[config.mk]
export PLATFORM = sky130hd
export DESIGN_NAME = host_bus_master
export DESIGN_NICKNAME = d
export VERILOG_FILES = /design/src/rtl/host_bus_master.sv
export SDC_FILE = /design/constraint.sdc
export NUM_CORES = 1
export LEC_CHECK = 0
export ABC_CLOCK_PERIOD_IN_PS = 2500
export BUFFER_PORTS_ARGS = -buffer_cell sky130_fd_sc_hd__buf_2
export CORE_MARGIN = 2
export CORE_UTILIZATION = 45
export DETAILED_ROUTE_END_ITERATION = 6
export GPL_TIMING_DRIVEN = 0
export PLACE_DENSITY = 0.82
export SLEW_MARGIN = 25
export SYNTH_ARGS = -nofsm -noshare
export SYNTH_HDL_FRONTEND = slang
export SYNTH_SLANG_ARGS = --single-unit
[constraint.sdc]
create_clock -name clk -period 2.5 [get_ports clk]
set_input_delay 0.5 -clock clk [delete_from_list [all_inputs] [get_ports clk]]
set_output_delay 0.5 -clock clk [all_outputs]
set_load 0.005 [all_outputs]
[src/rtl/host_bus_master.sv]
// Host register-bus initiator: turns single-beat valid/ready requests into registered nCS/nWE/nOE cycles.
// Define HOST_BUS_BURST32_EN to let req_size=1 issue a 32-bit access as two 16-bit halves.
module host_bus_master #(
    parameter int SETUP_CYC  = 2,
    parameter int STROBE_CYC = 4,
    parameter int HOLD_CYC   = 1,
    parameter int TURN_CYC   = 1
) (
    input  logic        clk,
    input  logic        nRESET,
    input  logic        req_valid,
    output logic        req_ready,
    input  logic        req_write,
    input  logic        req_size,
    input  logic [20:0] req_addr,
    input  logic [31:0] req_wdata,
    output logic        rsp_valid,
    output logic [31:0] rsp_rdata,
    output logic        busy,
    output logic        HOST_nCS,
    output logic        HOST_nWE,
    output logic        HOST_nOE,
    output logic [20:0] HOST_ADD,
    output logic [15:0] HDI,
    input  logic [15:0] HDO
);

    if (SETUP_CYC < 1 || SETUP_CYC > 15 || STROBE_CYC < 1 || STROBE_CYC > 15) begin : g_bad_active
        $error("host_bus_master: SETUP_CYC and STROBE_CYC must be in 1..15");
    end
    if (HOLD_CYC < 0 || HOLD_CYC > 15 || TURN_CYC < 0 || TURN_CYC > 15) begin : g_bad_idle
        $error("host_bus_master: HOLD_CYC and TURN_CYC must be in 0..15");
    end

    // Counters load duration-1 on state entry and the state ends when they reach zero.
    localparam logic [3:0] SETUP_LAST  = 4'(SETUP_CYC - 1);
    localparam logic [3:0] STROBE_LAST = 4'(STROBE_CYC - 1);
    localparam logic [3:0] HOLD_LAST   = 4'(HOLD_CYC - 1);
    localparam logic [3:0] TURN_LAST   = 4'(TURN_CYC - 1);

    typedef enum logic [2:0] {IDLE, SETUP, STROBE, HOLD, TURN} state_t;

    state_t      state_q, state_d;
    logic [3:0]  cnt_q, cnt_d;
    logic        write_q, write_d;
    logic        ncs_q, ncs_d;
    logic        nwe_q, nwe_d;
    logic        noe_q, noe_d;
    logic [20:0] add_q, add_d;
    logic [15:0] hdi_q, hdi_d;
    logic        rsp_valid_q, rsp_valid_d;
    logic [31:0] rsp_rdata_q, rsp_rdata_d;
    logic        req_ready_q, req_ready_d;
    logic        busy_q, busy_d;
    logic        cnt_last;
    logic        access_end;

`ifdef HOST_BUS_BURST32_EN
    // Between the two halves nCS must go high for at least one cycle.
    localparam logic [3:0] GAP_LAST = (TURN_CYC == 0) ? 4'd0 : TURN_LAST;
    logic        size_q, size_d;
    logic        half_q, half_d;
    logic [15:0] wdata_hi_q, wdata_hi_d;
    logic [15:0] rdata_lo_q, rdata_lo_d;
    logic        more_half;
    logic        unused_in;
    assign more_half = size_q & ~half_q;
    assign unused_in = req_addr[0];
`else
    logic        unused_in;
    assign unused_in = ^{req_size, req_wdata[31:16], req_addr[0]};
`endif

    assign cnt_last = (cnt_q == 4'd0);

    always_comb begin
        state_d     = state_q;
        cnt_d       = cnt_q;
        write_d     = write_q;
        add_d       = add_q;
        hdi_d       = hdi_q;
        rsp_valid_d = 1'b0;
        rsp_rdata_d = rsp_rdata_q;
        access_end  = 1'b0;
`ifdef HOST_BUS_BURST32_EN
        size_d      = size_q;
        half_d      = half_q;
        wdata_hi_d  = wdata_hi_q;
        rdata_lo_d  = rdata_lo_q;
`endif
        case (state_q)
            IDLE: begin
                if (req_valid) begin
                    state_d = SETUP;
                    cnt_d   = SETUP_LAST;
                    write_d = req_write;
                    hdi_d   = req_write ? req_wdata[15:0] : 16'h0000;
`ifdef HOST_BUS_BURST32_EN
                    add_d      = req_size ? {req_addr[20:2], 2'b00} : {req_addr[20:1], 1'b0};
                    size_d     = req_size;
                    half_d     = 1'b0;
                    wdata_hi_d = req_wdata[31:16];
`else
                    add_d   = {req_addr[20:1], 1'b0};
`endif
                end
            end
            SETUP: begin
                if (cnt_last) begin
                    state_d = STROBE;
                    cnt_d   = STROBE_LAST;
                end else begin
                    cnt_d = cnt_q - 4'd1;
                end
            end
            STROBE: begin
                if (cnt_last) begin
                    if (!write_q) begin
`ifdef HOST_BUS_BURST32_EN
                        if (half_q)      rsp_rdata_d = {HDO, rdata_lo_q};
                        else if (size_q) rdata_lo_d  = HDO;
                        else             rsp_rdata_d = {16'h0000, HDO};
`else
                        rsp_rdata_d = {16'h0000, HDO};
`endif
                    end
                    if (HOLD_CYC != 0) begin
                        state_d = HOLD;
                        cnt_d   = HOLD_LAST;
                    end else begin
                        access_end = 1'b1;
                    end
                end else begin
                    cnt_d = cnt_q - 4'd1;
                end
            end
            HOLD: begin
                if (cnt_last) access_end = 1'b1;
                else          cnt_d      = cnt_q - 4'd1;
            end
            TURN: begin
                if (cnt_last) begin
`ifdef HOST_BUS_BURST32_EN
                    if (more_half) begin
                        state_d = SETUP;
                        cnt_d   = SETUP_LAST;
                        half_d  = 1'b1;
                        add_d   = {add_q[20:2], 2'b10};
                        hdi_d   = write_q ? wdata_hi_q : 16'h0000;
                    end else
`endif
                    begin
                        state_d = IDLE;
                    end
                end else begin
                    cnt_d = cnt_q - 4'd1;
                end
            end
            default: state_d = IDLE;
        endcase

        // Response only after the final half; an intermediate half goes straight to the gap.
        if (access_end) begin
`ifdef HOST_BUS_BURST32_EN
            if (more_half) begin
                state_d = TURN;
                cnt_d   = GAP_LAST;
            end else
`endif
            begin
                rsp_valid_d = 1'b1;
                if (TURN_CYC != 0) begin
                    state_d = TURN;
                    cnt_d   = TURN_LAST;
                end else begin
                    state_d = IDLE;
                end
            end
        end

        ncs_d       = !(state_d == SETUP || state_d == STROBE || state_d == HOLD);
        nwe_d       = !(state_d == STROBE && write_d);
        noe_d       = !(state_d == STROBE && !write_d);
        req_ready_d = (state_d == IDLE);
        busy_d      = (state_d != IDLE);
    end

    always_ff @(posedge clk or negedge nRESET) begin
        if (!nRESET) begin
            state_q     <= IDLE;
            cnt_q       <= 4'd0;
            write_q     <= 1'b0;
            ncs_q       <= 1'b1;
            nwe_q       <= 1'b1;
            noe_q       <= 1'b1;
            add_q       <= 21'h0;
            hdi_q       <= 16'h0;
            rsp_valid_q <= 1'b0;
            rsp_rdata_q <= 32'h0;
            req_ready_q <= 1'b1;
            busy_q      <= 1'b0;
`ifdef HOST_BUS_BURST32_EN
            size_q      <= 1'b0;
            half_q      <= 1'b0;
            wdata_hi_q  <= 16'h0;
            rdata_lo_q  <= 16'h0;
`endif
        end else begin
            state_q     <= state_d;
            cnt_q       <= cnt_d;
            write_q     <= write_d;
            ncs_q       <= ncs_d;
            nwe_q       <= nwe_d;
            noe_q       <= noe_d;
            add_q       <= add_d;
            hdi_q       <= hdi_d;
            rsp_valid_q <= rsp_valid_d;
            rsp_rdata_q <= rsp_rdata_d;
            req_ready_q <= req_ready_d;
            busy_q      <= busy_d;
`ifdef HOST_BUS_BURST32_EN
            size_q      <= size_d;
            half_q      <= half_d;
            wdata_hi_q  <= wdata_hi_d;
            rdata_lo_q  <= rdata_lo_d;
`endif
        end
    end

    assign req_ready = req_ready_q;
    assign busy      = busy_q;
    assign rsp_valid = rsp_valid_q;
    assign rsp_rdata = rsp_rdata_q;
    assign HOST_nCS  = ncs_q;
    assign HOST_nWE  = nwe_q;
    assign HOST_nOE  = noe_q;
    assign HOST_ADD  = add_q;
    assign HDI       = hdi_q;

endmodule
==> results of run 1 <==
==> layer usage <==
metal	track usage, %	vias up	share of wire [%]
li1	-	1057	-
met3	5.34	4	6.7
met2	28.6	71	50
met1	21.2	1011	42
met4	4.69	0	0.63
met5	0	-	0
==> worst reg2reg max path: stages, from the launching register on <==
cell and delay [ns]:
dfrtp_1 0.42, inv_1 0.11, ha_1 0.17, or3b_1 0.37
buf_6 0.15, or4_4 0.41, buf_6 0.16, buf_12 0.15
mux2_4 0.29
==> registers in the layout, indices dropped and copies added (netlist names), 3 cells and up <==
name	count
cnt_q	4
state_q	3
rsp_rdata	16
HDI	16
HOST_ADD	20
==> power by group <==
group / leakage (nW) / switching, mW / internal, mW
clock network: 0.0965 / 0.369 / 0.439
registers: 0.796 / 0.239 / 1.58
logic: 1.08 / 0.698 / 0.862
==> placed cells by master, fill, tap and decap left out, types with 2 or more instances in the layout <==
cell	instances
conb_1	17
buf_4	18
a21oi_1	6
buf_2	112
nor3_1	4
clkbuf_8	12
o21ai_0	20
buf_12	2
mux2_2	29
nand2b_1	2
mux2_4	10
buf_6	2
clkbuf_1	12
nand3_1	7
nand2_1	37
a31oi_1	2
ha_1	2
dfrtp_1	62
clkinv_2	2
inv_1	4
dfstp_2	4
nor2_1	6
==> metrics by stage <==
step / util (%) / std cells / setup slack, ns
floorplan: - / 256 / 0.290
global placement: 57.4 / 445 / 0.199
detailed placement: 57.8 / 446 / 0.175
CTS: 60.7 / 462 / 0.169
global route: 60.7 / 462 / 0.0734
finish: 60.7 / 462 / 0.164
==> logic make-up after synthesis <==
kind of cell / after synthesis / share of synthesized area (%)
flip-flops: 66 / 57.8
AND/OR/NAND/NOR: 62 / 9.69
multiplexers: 39 / 16.6
buffers and inverters: 35 / 7.94
AO/OA/AOI/OAI: 34 / 6.68
adder cells (fa/ha/maj): 2 / 0.872
other: 1 / 0.131
XOR/XNOR: 1 / 0.305
==> layout make-up <==
| class | count | area, sq um |
|---|---|---|
| fillers | 527 | 2450 |
| flip-flops and latches | 66 | 1660 |
| multi-input cells | 155 | 1040 |
| repair buffers | 113 | 583 |
| plain buffers | 31 | 213 |
| clock buffers | 14 | 173 |
| well taps | 77 | 96.3 |
| inverters | 4 | 15.0 |
| clock inverters | 2 | 10.0 |
==> worst paths after layout <==
path	startpoint	endpoint	slack [ns]	depth (start not counted)
worst min register to register	HDI[4]	HDI[4]	0.48	2
worst max-delay path	cnt_q[0]	rsp_rdata[6]	0.16	8
min in group clk	req_addr[6]	HOST_ADD[6]	0.40	2
max in group asynchronous	nRESET	HOST_nOE	1.81	2
worst min-delay path	nRESET	HDI[10]	0.1	1
worst max register to register	cnt_q[0]	rsp_rdata[6]	0.16	8
==> impl_metrics.toml, run 1 <==
[run_status]
status = "completed"

[placed_design]
hpwlAfterDp_mm = 4.30
placed_area_sq_um = 3610
gp_congestion = 0.819
io_buffers = 112

[floorplanning]
core_sq_um = 6240
ios = 149
start_util_pct = 46.0
die_area_sq_um = 7030
die_y_um = 83.8
die_x_um = 83.8
fp-row-count = 29

[critical_path]
critPathMaxStageDelay_ns = 0.42
path_class = "reg -> reg"
critPathTopFamily = "simple AND/OR/NAND/NOR gates"
critPathArrivalTime_ns = 2.54
crit_top_cell = "buf_6"
path_cells = "inv_1, ha_1, or3b_1, buf_6, or4_4, buf_6, buf_12, mux2_4"
worst-path-max-fanout = 10
cp.required_ns = 2.71
start_kind = "register"
crit_buf_inv = 4
slowest_stage = "dfrtp_1"
crit_path_end_kind = "register"

[drt]
finalWirelength_mm = 5.70
ant_nets = 0
vias_per_cell = 4.64
post_drt_wl_per_cell_um = 12.3
drcViolationCount = 0
vias = 2143
drt_iter0_drc = 45
first_pass_iters = 4

[cells_and_area]
antennaDiodeCount = 0
layout-drive-gt1-share_pct = 50.1
fin_nets = 456
fin_area_sq_um = 3790
syn2layout_area_growth_pct = 32.2

[synthesis]
synth_cell_types = 33
synth_top_area_share_pct = 54.1
synth_top_area_cell = "dfrtp_1"
yosys-top-cells-count = "dfrtp_1, nand2_1, mux2_2"
synthTopCellsByArea = "dfrtp_1, mux2_2, mux2_4"
ys_warn_count = 0
synth.most_common_cell = "dfrtp_1"
synth-main-ff-cell = "dfrtp_1"
netlist_instances = 240
ys_async_sr_fraction_pct = 100
synth-seq-cells = 66
ys_seq_area_share_pct = 57.8
syn_avg_cell_area_sq_um = 11.9
synth_edf_count = 0
synth_area_sq_um = 2870

[clocking]
root_buffer = "clkbuf_8"
tritoncts = "yes"
cts_buffers = 9
postCtsHoldBufs = 0
clock_latency_ns = 0.33
cts_setup_buffers = 0
cts_resized = 0
clk_path_buf_depth = 2
clkTransAtPathRegs_ns = 0.07
clock-sinks = 66
cts.htree.levels = 3

[job]
maxCapViolCount = 0

[timing]
fin_worst_skew_ns = 0.00668
max-slew-margin-rel_pct = 46.3
final_max_slew_viol_count = 0
fin_crit_sh_pct = 93.4
timing_hold_violations_final = 0
tns_ns = 0
tightest_slew_ns = 0.798
timing.fmax_mhz = 428
finalWorstPathRequiredPeriod_ns = 2.34
setup_viol = 0
hold-worst-slack_ns = 0.0980
rsz0062_at_grt = "no"

[global_route]
grt_overflow = 0
gr-usage-all-layers_pct = 17.0
grt_max_degree = 35
first_global_vias = 2177
antenna_found_initial = 0
grt_pass1_wl_mm = 9.71

[pwr]
p_leak_nw = 1.97
peakVddDrop_mv = 0.582
power_density_nw_per_um2 = 1100
power.total_mw = 4.18

[min_path]
hold_class = "in -> async"
(Power assumes the default switching activity.)
==> run 2, diff against run 1 <==
--- a/config.mk
+++ b/config.mk
@@ -6,12 +6,12 @@
 export NUM_CORES = 1
 export LEC_CHECK = 0
 export ABC_CLOCK_PERIOD_IN_PS = 2500
-export BUFFER_PORTS_ARGS = -buffer_cell sky130_fd_sc_hd__buf_2
+export BUFFER_PORTS_ARGS = -buffer_cell sky130_fd_sc_hd__buf_4
 export CORE_MARGIN = 2
-export CORE_UTILIZATION = 45
+export CORE_UTILIZATION = 27
 export DETAILED_ROUTE_END_ITERATION = 6
 export GPL_TIMING_DRIVEN = 0
-export PLACE_DENSITY = 0.82
+export PLACE_DENSITY = 0.54
 export SLEW_MARGIN = 25
 export SYNTH_ARGS = -nofsm -noshare
 export SYNTH_HDL_FRONTEND = slang
==> impl_metrics.toml, run 2 (synthesized netlist as in run 1, its figures left out) <==
[run_status]
status = "completed"

[critical_path]
cp.required_ns = 2.72
start_kind = "register"
critPathArrivalTime_ns = 2.58
path_class = "reg -> reg"
crit_path_end_kind = "register"
worst-path-max-fanout = 10
rr_worst_depth = 8

[timing]
tightest_slew_ns = 0.917
setup_viol = 0
tns_ns = 0
timing_hold_violations_final = 0
finalWorstPathRequiredPeriod_ns = 2.36
fin_crit_sh_pct = 94.2
final_max_slew_viol_count = 0
max-slew-margin-rel_pct = 38.3
timing.fmax_mhz = 424
fin_worst_skew_ns = 0.00884
rsz0062_at_grt = "no"

[pwr]
power_density_nw_per_um2 = 1100
peakVddDrop_mv = 0.393
p_leak_nw = 2.06

[drt]
drt_iter0_drc = 36
drcViolationCount = 0
post_drt_wl_per_cell_um = 12.6
ant_nets = 0
vias = 2165
vias_per_cell = 4.17
finalWirelength_mm = 6.53
first_pass_iters = 4

[placed_design]
gp_congestion = 0.795
io_buffers = 112
hpwlAfterDp_mm = 4.69

[clocking]
root_buffer = "clkbuf_8"
cts.htree.levels = 3
cts_resized = 0
clock_latency_ns = 0.34
clock-sinks = 66
clk_path_buf_depth = 2
postCtsHoldBufs = 0
clkTransAtPathRegs_ns = 0.07
cts_setup_buffers = 0
cts_buffers = 9
tritoncts = "yes"

[floorplanning]
ios = 149
core_sq_um = 10300
die_y_um = 107
die_area_sq_um = 11500
start_util_pct = 27.8
fp-row-count = 37
die_x_um = 107

[cells_and_area]
postLayoutCoreUtil_pct = 40.1
layout_commonest_cell = "buf_4"
syn2layout_area_growth_pct = 44.5
largest_reg_flops = 20
antennaDiodeCount = 0
layout-drive-gt1-share_pct = 50.1
layout_common_cells = "buf_4, dfrtp_1, nand2_1, mux2_2, o21ai_0"
fillers = 1023
fin_nets = 455

[min_path]
hold_class = "in -> async"

[global_route]
antenna_found_initial = 0
grt_overflow = 0
grt_pass1_wl_mm = 10.3
grt_max_degree = 67
gr-usage-all-layers_pct = 11.4
first_global_vias = 2118

[job]
maxCapViolCount = 0
run 2: cell types whose count changed in the layout (fill, tap and decap cells not counted):
cell,delta
bufinv_16,+1
clkbuf_1,-1
buf_4,+111
buf_2,-111
clkinv_2,-1
buf_12,-1
run 2: area by class of cell:
type | instances | area, sq um | share of cell area (%)
Multi-Input combinational cell | 155 | 1040 | 25.2
Buffer | 31 | 213 | 5.13
Inverter | 4 | 15.0 | 0.362
Clock inverter | 2 | 35.0 | 0.846
Tap cell | 136 | 170 | 4.11
Sequential cell | 66 | 1660 | 40.0
Clock buffer | 13 | 169 | 4.08
Timing Repair Buffer | 112 | 841 | 20.3
run 2: critical path: stages (launching register included):
cell and delay, ns:
dfrtp_1 0.42, inv_1 0.12, ha_1 0.16, or3b_1 0.36, buf_6 0.15, or4_4 0.42
buf_6 0.16, buf_12 0.15, mux2_4 0.30
run 2: where the power goes:
group,switching (mW),internal (mW)
registers,0.259,1.58
logic,0.710,1.10
clock network,0.393,0.536
total,1.36,3.21
run 2: metal layers:
metal	up-vias	GRT usage (%)	share of wire, %	wire length [um]
li1	1057	-	-	-
met1	1008	15.5	46	3030
met2	92	16.5	44	2870
met3	8	4.01	8.5	553
met4	0	4.73	1.3	82
met5	-	0	0	0
run 2: worst paths after layout:
check                           endpoint  slack (ns)  startpoint
setup reg to reg            rsp_rdata[7]        0.14    cnt_q[0]
setup / recovery            rsp_rdata[7]        0.14    cnt_q[0]
max in group asynchronous         HDI[1]        1.68      nRESET
hold / removal              rsp_rdata[6]        0.27      nRESET
hold reg to reg                   HDI[8]        0.48      HDI[8]
min in group clk           rsp_rdata[15]        0.39     HDO[15]
run 2: per-stage QoR:
| step | setup slack, ns | cells | total power [mW] | area [sq um] | hold slack, ns |
|---|---|---|---|---|---|
| after global placement | 0.168 | 504 | 3.66 | 3940 | 0.468 |
| after global routing | 0.0769 | 519 | 4.93 | 4140 | 0.328 |
| after detailed placement | 0.168 | 504 | 3.69 | 3940 | 0.473 |
| after floorplan | 0.290 | 256 | 2.74 | 2930 | 0.204 |
| final | 0.144 | 519 | 4.57 | 4140 | 0.268 |
| after CTS | 0.153 | 519 | 4.65 | 4140 | 0.290 |
